[src/rtl/load_store_unit.sv]
// Load/store unit with IDLE -> ACCESS -> RESP sequencing; all outputs are registered.
// Define LSU_MISALIGN_SPLIT_EN to split misaligned H/HU/W requests into byte accesses.
module load_store_unit (
    input  logic        clk,
    input  logic        rst,
    input  logic        req_valid,
    output logic        req_ready,
    input  logic        req_we,
    input  logic [31:0] req_addr,
    input  logic [31:0] req_wdata,
    input  logic [2:0]  req_ctrl,
    output logic        resp_valid,
    output logic [31:0] resp_rdata,
    output logic        resp_err,
    output logic [31:0] mem_addr,
    output logic [31:0] mem_wdata,
    output logic        mem_we,
    output logic [2:0]  mem_ctrl,
    input  logic [31:0] mem_rdata
);

`ifdef LSU_MISALIGN_SPLIT_EN
    localparam logic SplitEn = 1'b1;
`else
    localparam logic SplitEn = 1'b0;
`endif

    typedef enum logic [1:0] {StIdle, StAccess, StResp} state_e;

    state_e      state_q, state_d;
    logic        req_ready_q, req_ready_d;
    logic        resp_valid_q, resp_valid_d;
    logic        resp_err_q, resp_err_d;
    logic [31:0] resp_rdata_q, resp_rdata_d;
    logic [31:0] mem_addr_q, mem_addr_d;
    logic [31:0] mem_wdata_q, mem_wdata_d;
    logic        mem_we_q, mem_we_d;
    logic [2:0]  mem_ctrl_q, mem_ctrl_d;
    logic [31:0] wdata_q, wdata_d;
    logic [2:0]  ctrl_q, ctrl_d;
    logic        we_q, we_d;
    logic        split_q, split_d;
    logic [1:0]  cnt_q, cnt_d;
    logic [1:0]  last_q, last_d;
    logic [31:0] asm_q, asm_d;

    logic        bad_ctrl;
    logic        misal;
    logic [1:0]  cnt_inc;
    logic [31:0] wdata_shift;
    logic [31:0] asm_next;
    logic [31:0] split_result;

    assign bad_ctrl = (req_ctrl == 3'b011) || (req_ctrl[2:1] == 2'b11) ||
                      (req_we && req_ctrl[2]);
    assign misal    = ((req_ctrl[1:0] == 2'b01) && req_addr[0]) ||
                      ((req_ctrl == 3'b010) && (req_addr[1:0] != 2'b00));

    assign cnt_inc     = cnt_q + 2'd1;
    assign wdata_shift = wdata_q >> {cnt_inc, 3'b000};
    // Byte i of a split load lands in lane i of the assembly buffer.
    assign asm_next    = asm_q | ({24'b0, mem_rdata[7:0]} << {cnt_q, 3'b000});

    always_comb begin
        split_result = asm_next;
        unique case (ctrl_q)
            3'b001:  split_result = {{16{asm_next[15]}}, asm_next[15:0]};
            3'b101:  split_result = {16'b0, asm_next[15:0]};
            default: split_result = asm_next;
        endcase
    end

    always_comb begin
        state_d      = state_q;
        req_ready_d  = 1'b0;
        resp_valid_d = 1'b0;
        resp_err_d   = 1'b0;
        resp_rdata_d = 32'b0;
        mem_addr_d   = 32'b0;
        mem_wdata_d  = 32'b0;
        mem_we_d     = 1'b0;
        mem_ctrl_d   = 3'b000;
        wdata_d      = wdata_q;
        ctrl_d       = ctrl_q;
        we_d         = we_q;
        split_d      = split_q;
        cnt_d        = cnt_q;
        last_d       = last_q;
        asm_d        = asm_q;

        unique case (state_q)
            StIdle: begin
                if (req_valid && req_ready_q) begin
                    wdata_d = req_wdata;
                    ctrl_d  = req_ctrl;
                    we_d    = req_we;
                    split_d = misal;
                    cnt_d   = 2'd0;
                    last_d  = (req_ctrl[1:0] == 2'b01) ? 2'd1 : 2'd3;
                    asm_d   = 32'b0;
                    if (bad_ctrl || (misal && !SplitEn)) begin
                        state_d      = StResp;
                        resp_valid_d = 1'b1;
                        resp_err_d   = 1'b1;
                    end else begin
                        state_d    = StAccess;
                        mem_addr_d = req_addr;
                        mem_we_d   = req_we;
                        if (misal) begin
                            mem_ctrl_d  = req_we ? 3'b000 : 3'b100;
                            mem_wdata_d = {24'b0, req_wdata[7:0]};
                        end else begin
                            mem_ctrl_d  = req_ctrl;
                            mem_wdata_d = req_wdata;
                        end
                    end
                end else begin
                    req_ready_d = 1'b1;
                end
            end
            StAccess: begin
                if (!split_q) begin
                    state_d      = StResp;
                    resp_valid_d = 1'b1;
                    resp_rdata_d = we_q ? 32'b0 : mem_rdata;
                end else begin
                    asm_d = we_q ? 32'b0 : asm_next;
                    if (cnt_q == last_q) begin
                        state_d      = StResp;
                        resp_valid_d = 1'b1;
                        resp_rdata_d = we_q ? 32'b0 : split_result;
                    end else begin
                        cnt_d       = cnt_inc;
                        mem_addr_d  = mem_addr_q + 32'd1;
                        mem_we_d    = we_q;
                        mem_ctrl_d  = mem_ctrl_q;
                        mem_wdata_d = {24'b0, wdata_shift[7:0]};
                    end
                end
            end
            StResp: begin
                state_d     = StIdle;
                req_ready_d = 1'b1;
            end
            default: state_d = StIdle;
        endcase
    end

    always_ff @(posedge clk or posedge rst) begin
        if (rst) begin
            state_q      <= StIdle;
            req_ready_q  <= 1'b0;
            resp_valid_q <= 1'b0;
            resp_err_q   <= 1'b0;
            resp_rdata_q <= 32'b0;
            mem_addr_q   <= 32'b0;
            mem_wdata_q  <= 32'b0;
            mem_we_q     <= 1'b0;
            mem_ctrl_q   <= 3'b000;
            wdata_q      <= 32'b0;
            ctrl_q       <= 3'b000;
            we_q         <= 1'b0;
            split_q      <= 1'b0;
            cnt_q        <= 2'd0;
            last_q       <= 2'd0;
            asm_q        <= 32'b0;
        end else begin
            state_q      <= state_d;
            req_ready_q  <= req_ready_d;
            resp_valid_q <= resp_valid_d;
            resp_err_q   <= resp_err_d;
            resp_rdata_q <= resp_rdata_d;
            mem_addr_q   <= mem_addr_d;
            mem_wdata_q  <= mem_wdata_d;
            mem_we_q     <= mem_we_d;
            mem_ctrl_q   <= mem_ctrl_d;
            wdata_q      <= wdata_d;
            ctrl_q       <= ctrl_d;
            we_q         <= we_d;
            split_q      <= split_d;
            cnt_q        <= cnt_d;
            last_q       <= last_d;
            asm_q        <= asm_d;
        end
    end

    assign req_ready  = req_ready_q;
    assign resp_valid = resp_valid_q;
    assign resp_err   = resp_err_q;
    assign resp_rdata = resp_rdata_q;
    assign mem_addr   = mem_addr_q;
    assign mem_wdata  = mem_wdata_q;
    assign mem_we     = mem_we_q;
    assign mem_ctrl   = mem_ctrl_q;

endmodule
[config.mk]
export PLATFORM = sky130hd
export DESIGN_NAME = load_store_unit
export DESIGN_NICKNAME = d
export VERILOG_FILES = /design/src/rtl/load_store_unit.sv
export SDC_FILE = /design/constraint.sdc
export NUM_CORES = 1
export LEC_CHECK = 0
export BUFFER_PORTS_ARGS = -buffer_cell sky130_fd_sc_hd__buf_2
export CAP_MARGIN = 20
export CORE_MARGIN = 1
export CORE_UTILIZATION = 45
export DETAILED_ROUTE_END_ITERATION = 10
export PLACE_DENSITY_LB_ADDON = 0.12
export REMOVE_ABC_BUFFERS = 1
export SYNTH_ARGS = -nofsm -noshare
export SYNTH_HDL_FRONTEND = slang
export SYNTH_SLANG_ARGS = --single-unit
[constraint.sdc]
create_clock -name clk -period 7.9 [get_ports clk]
set_clock_uncertainty 0.2 [all_clocks]
set_input_delay 1.185 -clock clk [delete_from_list [all_inputs] [get_ports clk]]
set_output_delay 1.185 -clock clk [all_outputs]
set_load 0.05 [all_outputs]
==> results by group <==
Outcome
  • Result of the run: complete, no violations

Final layout
  • Ant diodes: 0
  • Fillers: 1,459
  • Most frequent cells in the layout: buf_2, nand2_1, dfrtp_1
  • Multi-input gate area: 0.002958 sq mm
  • Final Cell Area: roughly 0.0094 sq mm
  • Share of layout cells above drive strength 1: between 20% and 30%
  • Finished Layout Cells: between 1,000 and 1,500
  • Nets: approximately 1,000
  • Most common cell after layout, fill and taps aside: buf_2
  • Sequential Area: 0.004454 sq mm
  • Area Growth Syn to Fin: 23.76%

Setup path
  • Worst Path Required: a little over 8 ns
  • CP Cell Sequence: buf_2 -> nand2_1 -> or3_1 -> a2111oi_4 -> buf_4 -> nand2_1 -> o21ai_1
  • Max stage delay on crit path: between 0.8 and 0.9 ns
  • Crit start category: input pin
  • FF-to-FF setup slack: ~5 ns
  • CP Data Arrival Time: around 3.5 ns
  • Critical path capture point type: flip-flop
  • Crit-path max FO: 51
  • WS Path Type: in2reg
  • Worst R2R Path Depth: 5
  • CP most frequent cell: nand2_1
  • Slowest-stage cell, CP: a2111oi_4

Power and ir drop
  • Sw power: about 1.2 mW
  • Static leakage: 4.882 nW
  • Combinational share of power: approximately a third
  • Peak supply drop: roughly 0.23 mV
  • Seq pwr share: 40.5%
  • Clock power frac: around 28%
  • Pint: between 1.5 and 2 mW
  • Sw frac: around two fifths
  • Total power: 3.126 mW
  • Power per Cell Area: between 300 and 400 mW/mm^2

Clock network
  • Root Driver: clkbuf_16
  • Worst-skew pair later-pin latency: around 0.43 ns
  • Num CTS Buffers: 17
  • Setup repair bufs after CTS: 0
  • H-tree Lvls: 4
  • Post-CTS Hold Buffers: 0
  • CTS tree: yes
  • Longest Clk Path Bufs: 2
  • Clock slew at reported path FFs: 0.07 ns
  • Post_cts resized: 0
  • Clock sinks: about 180

Floorplanning
  • DIE HEIGHT: between 100 and 150 um
  • # rows: 47
  • Die ar.: between 0.015 and 0.02 sq mm
  • Chip Width: ~130 um
  • # IOs: 206
  • Area of the core: 0.01652 sq mm
  • Starting Density: a little under half

Global routing
  • GRT met3 Usage: 4.537%
  • Largest net degree at the start of global routing: about 110
  • Grt ovf: 0
  • All-layer global routing usage: a little under a quarter
  • Met1 usage: approximately a third
  • Met2 GRT Util: between 30% and 40%
  • GR peak layer: met2
  • Global-route wire length before repair: 31.60 mm
  • Vias in the first global route: 6,070
  • Initial antenna violation count: 0

Timing
  • Fin crit share: a little over two fifths
  • Fmax: around 300 MHz
  • Setup_tns: 0 ns
  • Slew headroom: a little over a third
  • Setup violations, final: 0
  • RSZ-0062 raised after global routing: no
  • Max-slew violations: 0
  • Post-layout minimum cycle time: approximately 3.3 ns
  • Least-Margin Pin Slew: 0.9610 ns
  • Endpoints failing hold: 0

Yosys
  • FFs w/ async S/R, synth: 100.0%
  • Area share of the largest cell type after synthesis: 58.54%
  • Synthesized flop and latch total: about 180
  • Synth top area cells: dfrtp_1, nand2_1, a22o_1, xor2_1, a21oi_1
  • Yosys warning count: 0
  • Top_reg_cell synth: dfrtp_1
  • Sequential share of the synthesized area: between 50% and 60%
  • Netlist Area Pre-Place: between 0.007 and 0.008 sq mm
  • Largest area contributor in the netlist: dfrtp_1
  • Post-Synthesis Cells: between 700 and 800
  • Number of flops mapped to enable cells by yosys: 0
  • Synth Area per Inst: around 10 sq um
  • Cell variety after synth: 50

Job
  • Max Cap Viol: 0

Routing
  • Vias: around 6,000
  • Mean routed wirelength per cell: about 17 um
  • Initial DRT Pass Iterations: 5
  • Antenna-violating nets left: 0
  • Vias/cell: approximately 5.3
  • DRC Markers: 0
  • DRT Wirelength: approximately 19 mm
  • DR iter-0 viols: ~440

Place
  • Routability cong.: roughly 0.80
  • Buffers added on ports: 205
  • Detailed placer's ending HPWL: between 10 and 15 mm
  • Placed Cells: 1,117
  • Placed cell area: ~0.009 sq mm

Hold path
  • Hold crit path type: reg2reg
  • Worst hold path cell count: 2
[metrics by stage]
step	setup slack, ns	hold WS, ns	util, %
after floorplan	1.685	0.2369	-
after global placement	4.289	0.2524	53.19
after detailed placement	4.097	0.2620	53.19
after CTS	4.550	0.2803	56.86
after global routing	4.348	0.2994	56.98
final	4.566	0.2775	56.98
[kinds of logic after synthesis]
family / Yosys count / synth area share (%)
muxes: 8 / 2.368
adders and majority gates: 1 / 0.1644
DFF: 178 / 58.54
and+or+nand+nor: 317 / 19.29
buffers and inverters: 49 / 2.796
AOI/OAI and AO/OA: 148 / 13.62
xor gates and xnor gates: 28 / 3.223
[layer usage]
metal	routed length, um	up-vias
met3	997	17
met4	216	0
met5	0	-
met1	8889	2977
li1	-	2892
met2	9085	173
[state kept, by name, indices dropped and copies added (netlist names), 2 cells and up]
| signal | count |
|---|---|
| asm_q | 32 |
| mem_addr | 32 |
| mem_wdata | 32 |
| resp_rdata | 32 |
| wdata_q | 32 |
| ctrl_q | 3 |
| mem_ctrl | 3 |
| cnt_q | 2 |
| last_q | 2 |
| state_q | 2 |
[critical path, delay by kind of cell]
kind                   cells  cell delay [ns]
AOI/OAI and AO/OA          2             0.95
buffers and inverters      2             0.67
and+or+nand+nor            3             0.65
[cell type report]
cell class,instances,share of cell area [%]
multi-input cells,502,31.41
clock buffers,18,4.664
inverters,5,0.2525
clock inverters,14,1.780
well taps,220,2.923
flip-flops and latches,178,47.30
repair buffers,214,11.67
[power by group through the flow]
| stage | clock (mW) | combinational (mW) | sequential, mW |
|---|---|---|---|
| 6_report | 0.865 | 0.995 | 1.27 |
| 5_1_grt | 0.926 | 1.09 | 1.29 |
| 4_1_cts | 0.886 | 1.00 | 1.27 |
| 3_5_place_dp | 0 | 0.996 | 1.28 |
| 3_3_place_gp | 0 | 0.979 | 1.27 |
| 2_1_floorplan | 0 | 0.487 | 1.47 |
[final timing paths]
path	from	endpoint
worst max-delay path	req_valid	mem_addr[14]
worst min-delay path	ctrl_q[1]	ctrl_q[1]
worst max register to register	cnt_q[0]	resp_rdata[28]
worst min register to register	ctrl_q[1]	ctrl_q[1]
max in group asynchronous	rst	resp_rdata[19]
min in group asynchronous	rst	resp_rdata[26]
[synth_stat cells, types with 2 or more instances]
master / number
nand2_1: 187
dfrtp_1: 178
a22o_1: 52
a21oi_1: 36
nor2_1: 35
clkbuf_1: 32
and2_1: 28
o21ai_1: 27
xor2_1: 23
o31ai_1: 16
nand3_1: 15
nand4_1: 13
mux4_2: 8
nor3_1: 6
buf_2: 5
inv_1: 5
xnor2_1: 5
and3_1: 4
nor2b_1: 4
o21ai_0: 4
buf_1: 3
nand2b_1: 3
nor3_2: 3
a21o_1: 2
and4_1: 2
buf_4: 2
buf_6: 2
nor4_1: 2
o211ai_1: 2
o21a_1: 2
or2_1: 2
or3_1: 2
or4_1: 2
(Power assumes the default switching activity.)
